$ cat src/rtl/pb_debouncer.sv
// Push-button debouncer with single-, multi- and continuous-clock enables.
// Ports: board_clk, Reset (async, active-high), PB raw in; DPB, SCEN, MCEN, CCEN out.
module pb_debouncer #(
  parameter int N_DC = 20
) (
  input  logic board_clk,
  input  logic Reset,
  input  logic PB,
  output logic DPB,
  output logic SCEN,
  output logic MCEN,
  output logic CCEN
);

  typedef enum logic [2:0] {
    INI,
    WQ,
    SCEN_ST,
    WH,
    MCEN_ST,
    CCEN_ST,
    CCR,
    WFCR
  } state_t;

  state_t state_q, state_d;

  logic [N_DC-1:0] cnt_q, cnt_d;
  logic            pb_m_q, pb_m_d;
  logic            pb_s_q, pb_s_d;
  logic            cnt_max;

  always_ff @(posedge board_clk or posedge Reset) begin
    if (Reset) begin
      state_q <= INI;
      cnt_q   <= '0;
      pb_m_q  <= 1'b0;
      pb_s_q  <= 1'b0;
    end else begin
      state_q <= state_d;
      cnt_q   <= cnt_d;
      pb_m_q  <= pb_m_d;
      pb_s_q  <= pb_s_d;
    end
  end

  always_comb begin
    pb_m_d = PB;
    pb_s_d = pb_m_q;
  end

  assign cnt_max = &cnt_q;

  always_comb begin
    state_d = state_q;
    unique case (state_q)
      INI: begin
        if (pb_s_q) state_d = WQ;
      end
      WQ: begin
        if (!pb_s_q)      state_d = INI;
        else if (cnt_max) state_d = SCEN_ST;
      end
      SCEN_ST: begin
        state_d = WH;
      end
      WH: begin
        if (!pb_s_q)      state_d = CCR;
        else if (cnt_max) state_d = MCEN_ST;
      end
      MCEN_ST: begin
        state_d = CCEN_ST;
      end
      CCEN_ST: begin
        if (!pb_s_q)      state_d = CCR;
        else if (cnt_max) state_d = MCEN_ST;
      end
      CCR: begin
        if (pb_s_q)       state_d = WFCR;
        else if (cnt_max) state_d = INI;
      end
      WFCR: begin
        if (!pb_s_q) state_d = CCR;
      end
      default: state_d = INI;
    endcase
  end

  // Cleared on any transition. In the idle-like stay states (INI, WFCR)
  // the count is not used, so it parks at max instead of wrapping.
  always_comb begin
    cnt_d = cnt_q + N_DC'(1);
    if (state_d != state_q) cnt_d = '0;
    else if (cnt_max)       cnt_d = cnt_q;
  end

  always_comb begin
    DPB  = 1'b0;
    SCEN = 1'b0;
    MCEN = 1'b0;
    CCEN = 1'b0;
    unique case (state_q)
      INI, WQ: begin
      end
      SCEN_ST: begin
        DPB  = 1'b1;
        SCEN = 1'b1;
        MCEN = 1'b1;
        CCEN = 1'b1;
      end
      WH: begin
        DPB = 1'b1;
      end
      MCEN_ST: begin
        DPB  = 1'b1;
        MCEN = 1'b1;
        CCEN = 1'b1;
      end
      CCEN_ST: begin
        DPB  = 1'b1;
        CCEN = 1'b1;
      end
      CCR, WFCR: begin
        DPB = 1'b1;
      end
      default: begin
      end
    endcase
  end

endmodule

$ cat config.mk
export PLATFORM = sky130hd
export DESIGN_NAME = pb_debouncer
export DESIGN_NICKNAME = d
export VERILOG_FILES = /design/src/rtl/pb_debouncer.sv
export SDC_FILE = /design/constraint.sdc
export NUM_CORES = 1
export LEC_CHECK = 0
export ABC_AREA = 1
export CAP_MARGIN = 20
export CORE_AREA = 5 5 60 62
export DETAILED_ROUTE_END_ITERATION = 8
export DIE_AREA = 0 0 65 67
export PLACE_DENSITY = 0.7
export SYNTH_ARGS = -nofsm -noshare
export SYNTH_HDL_FRONTEND = slang
export SYNTH_SLANG_ARGS = --single-unit
$ cat constraint.sdc
create_clock -name board_clk -period 5.18 [get_ports board_clk]
set_input_delay 0.777 -clock board_clk [delete_from_list [all_inputs] [get_ports board_clk]]
set_output_delay 0.777 -clock board_clk [all_outputs]
set_load 0.005 [all_outputs]
======== Yosys cells after proc, flatten, opt, wreduce, memory -nomap -nowiden ========
Index checks and enable logic that the tools add are counted.
storage, ports and cells
  register bits ........................... 25
  input bits .............................. 3
  output and inout port bits .............. 4
  word-level logic and storage cells ...... 35
operators by class
  $add $sub $neg .......................... 1
  equal/unequal tests ..................... 9
  multiplexer cells ....................... 15
  reductions and logical operators ........ 6
operators by type and width
  kind                     count
  $mux W20                 2
  $mux W3                  8
  $pmux W3 S7              1
  $add A20 B1 Y20 const B  1
  $reduce_and A20 Y1       1
  $eq A3 B3 Y1 const B     4
  $eq A3 B2 Y1 const B     2
  $reduce_or A6 Y1         1
  $mux W1                  4
  $reduce_or A2 Y1         2
  $eq A3 B1 Y1 const B     1
  $logic_not A3 Y1         1
  $ne A3 B3 Y1             1
  $reduce_or A3 Y1         1
  $ne A2 B1 Y1 const B     1

======== Longest topological paths before layout ========
  depth after elaboration ................. 6
  mapped depth ............................ 13
  gate-level depth less buffers ........... 12

======== Worst setup path before layout ========
OpenSTA, ideal clock, no wires.
  path kind ............................... register -> register
  start point ............................. reg cnt_q[0]
  end point ............................... reg cnt_q[16]
  library setup time ...................... 0.122 ns
  data arrival time ....................... 1.577 ns
  required time ........................... 5.058 ns
  setup slack ............................. 3.481 ns
  stages on the path, launching flop included .. 14
  buffers on the path ..................... 1
  clock period less this slack ............ 1.699 ns
  path through ............................ dfrtp_1 -> ha_1 -> inv_1 -> nor2_2 -> nand2_2 -> nor2_4 -> nand3_2 -> nand2_1 -> inv_2 -> nor2_4 -> nand3_2 -> nand2_2 -> buf_6 -> nor2_2
on the way
  cells in the longest elaborated chain, start to end .. 6
  elaborated cells between the ends (all ways) .. 13
  classes of those cells .................. 1 x add/sub; 2 x eq/ne; 9 x mux; 1 x reduce/logical
ends and longest elaborated chain
  element                                             line        text
  start: declaration                                  28          logic [N_DC-1:0] cnt_q, cnt_d;
  start signal: assignment                            41          cnt_q <= cnt_d;
  $reduce_and A20 Y1                                  52          assign cnt_max = &cnt_q;
  $mux W3, on equally long branches                   --
  $mux W3, on equally long branches                   79, 61, 68
  $pmux W3 S7                                         56          unique case (state_q)
  $ne A3 B3 Y1                                        93          if (state_d != state_q) cnt_d = '0;
  $ne A2 B1 Y1 (no line) or $mux W20 (tied branches)  --
Several ways; a longest one is shown, not always the timed one. The select of a mux whose other input is x is not followed.
A chain may end at the register's enable or synchronous reset.

======== Worst setup path in the final report ========
  start point ............................. reg state_q[1]
  end point ............................... out CCEN
on the way
  cells in the longest elaborated chain, start to end .. 3
  elaborated cells between the ends (all ways) .. 5
  classes of those cells .................. 3 x eq/ne; 1 x mux; 1 x reduce/logical
ends and longest elaborated chain
  element                                       line  text
  start: declaration                            26    state_t state_q, state_d;
  start signal: assignment                      40    state_q <= state_d;
  $eq A3 B3 Y1 or $eq A3 B2 Y1 (tied branches)  102   unique case (state_q)
  $reduce_or A3 Y1 (no line) (*)                --
  $mux W1 (*)                                   102
  end: declaration                              12    output logic CCEN
Every way passes the cells marked *; elsewhere a longest branch is shown, timed or not.

==> impl_metrics.tcl <==
set metrics [dict create \
    setup_violations 0 \
    syn_nets 202 \
    layout_commonest_cell "nand2_1" \
    final_cell_mix "49 x nand2_1, 25 x dfrtp_1, 21 x nor2_2" \
    numCtsBuffers 3 \
    slew_viol_final 0 \
    fin_worst_skew_ps 13.34 \
    clock-sinks 25 \
    vias 1246 \
    syn_area_um2 1536 \
    required_ps 4400 \
    p_comb_share_pct 10.7 \
    fmax_mhz 382.4 \
    insertion_delay_ps 320 \
    drt_iter0_drc 46 \
    clock_path_buffers 2 \
    fin_crit_sh_pct 50.49 \
    pwr-share-clk_pct 27.2 \
    max_cap_viol_count 0 \
    syn_to_final_growth_pct 8.306 \
    initial_core_util_pct 51.60 \
    worst_r2r_endpoint "cnt_q[17]$_DFFE_PP0P_" \
    ioPinCount 7 \
    dieWidth_um 65 \
    final.min_clock_period_ps 2615 \
    netlist_instances 198 \
    r2r-start "cnt_q[0]$_DFFE_PP0P_" \
    power_density_nw_per_um2 199.0 \
    grt_pass1_vias 1205 \
    maxSlewHeadroom_pct 57.98 \
    cts_max_level 1 \
    routed_via_density 5.213 \
    path_class "reg -> out" \
    cts_resized 0 \
    drive_above_1_share_pct 20.87 \
    drc 0 \
    cts-root-buf "clkbuf_4" \
    ys_ff_latch 25 \
    ant_nets 0 \
    rsz0062_at_grt "false" \
    hold_depth 0 \
    cts_setup_buffers 0 \
    power_mw 0.3311 \
    peakVddDrop_uv 106.7 \
    num_rows 20 \
    cts_hold_buffers 0 \
    netlist.area_leader.share_pct 40.72 \
    hold_viol 0 \
    synth_cell_type_count 27 \
    pwr-share-seq_pct 62.1 \
    die_h_um 67 \
    yosysWarnings 0 \
    gp_congestion 0.9034 \
    syn-mean-instance-area_um2 7.760 \
    worst_pin_slew_ps 628.1 \
    dieArea_um2 4355 \
    leakagePower_nw 0.7459 \
    antenna_found_initial 0 \
    synth_area_leaders "dfrtp_1 41%, nand2_1 12%, nor2_2 8.6%" \
    yosysTopAreaCell "dfrtp_1" \
    crit_path_end_kind "output pin" \
    routedWlPerCell_um 12.04 \
    cp_data_arrival_time_ps 1840 \
    grt_overflow 0 \
    grt_max_degree 26 \
    cts_tree "done" \
    place_ws_ps 2965 \
    hold_path_class "reg -> reg" \
    start_kind "flip-flop" \
    cts.clk_slew.worst_paths_ps 150 \
    worst_hold_startpoint "pb_m_q$_DFF_PP0_" \
    grt_pass1_wl_mm 4.974 \
    place_hpwl_mm 2.125 \
    r2r_slack_ps 2970 \
    track_usage_pct 14.91 \
    worst_slack_ps 2565 \
    fin_tns_setup_ps 0 \
    p_switching_mw 0.08899 \
    wirelength_mm 2.878 \
    path_max_fanout 7 \
    io_buffers 6 \
    n_antenna_cell 0 \
    drtPass1Iterations 4 \
    ys_seq_area_share_pct 40.72 \
    core_area_um2 2978 \
    min_to "pb_s_q$_DFF_PP0_" \
    nNetsFinal 211 \
    status "completed" \
    intPower_mw 0.2422 \
    swShare_pct 26.87 \
    rr_worst_depth 11 \
]
-- critical path: stages, from the launching register on --
cell and delay (ps):
dfrtp_1 500, inv_1 70, nor2_1 110, nand2_1 110
nand2_1 100, inv_1 70, nand2_1 60, clkdlybuf4s50_1 500
-- how the worst max path moves through the flow --
| stage | end | start | cells after the start |
|---|---|---|---|
| finish | CCEN | state_q[1]$_DFF_PP0_ | 7 |
| global placement | CCEN | state_q[0]$_DFF_PP0_ | 6 |
| CTS | CCEN | state_q[1]$_DFF_PP0_ | 7 |
| global route | CCEN | state_q[1]$_DFF_PP0_ | 7 |
| detailed placement | CCEN | state_q[1]$_DFF_PP0_ | 7 |
| floorplan | cnt_q[16]$_DFFE_PP0P_ | cnt_q[0]$_DFFE_PP0P_ | 13 |
-- power by group through the flow --
stage          combinational [mW]  clock [mW]  sequential [mW]
2_1_floorplan              0.0302           0            0.208
3_3_place_gp               0.0326           0            0.209
3_5_place_dp               0.0335           0            0.209
4_1_cts                    0.0337      0.0924            0.206
5_1_grt                    0.0407       0.103            0.206
6_report                   0.0353      0.0900            0.206
-- layer usage --
metal | GRT usage [%] | wire length, µm | vias to the layer above
met5 | 0 | 0 | -
met4 | 7.124 | 37 | 0
met3 | 2.530 | 59 | 5
met2 | 27.71 | 1431 | 12
met1 | 16.30 | 1350 | 587
li1 | - | - | 642
-- sequential cells by signal, indices dropped and copies added (netlist names) --
name and cells:
pb_s_q 1, cnt_q 20, state_q 3, pb_m_q 1
-- kinds of logic after synthesis --
group | share of synthesized area, %
AO/OA/AOI/OAI | 7.248
XOR/XNOR | 3.420
adder cells (fa/ha/maj) | 0.8142
buffers and inverters | 7.654
flip-flops | 40.72
AND/OR/NAND/NOR | 40.15
-- cell usage after synthesis, drive strengths merged --
| library cell | n |
|---|---|
| dfrtp | 25 |
| nand3b | 1 |
| nor2 | 43 |
| xnor2 | 2 |
| o22ai | 3 |
| inv | 24 |
| nand4 | 1 |
| nor4 | 1 |
| ha | 1 |
| buf | 3 |
| o2111ai | 1 |
| o21ai | 10 |
| xor2 | 4 |
| nand3 | 18 |
| o21bai | 3 |
| nor3 | 3 |
| nand2 | 54 |
| a21boi | 1 |
-- stage by stage --
stage	hold WS [ps]	cells	cell area [µm²]	utilization, %
final	356.4	239	1664	55.88
after CTS	370.9	238	1637	54.96
after global placement	340.3	234	1610	54.08
after global routing	384.7	239	1664	55.88
after floorplan	331.2	198	1536	-
after detailed placement	347.9	234	1610	54.08
-- final cells by class --
cell class              count  area, µm²
multi-input cells         146      793.3
inverters                  24      90.09
well taps                  33      41.29
repair buffers              7      87.58
flip-flops and latches     25      625.6
clock buffers               4      26.28
fillers                   284       1314
Note: power is estimated with default switching activity, not from simulation.
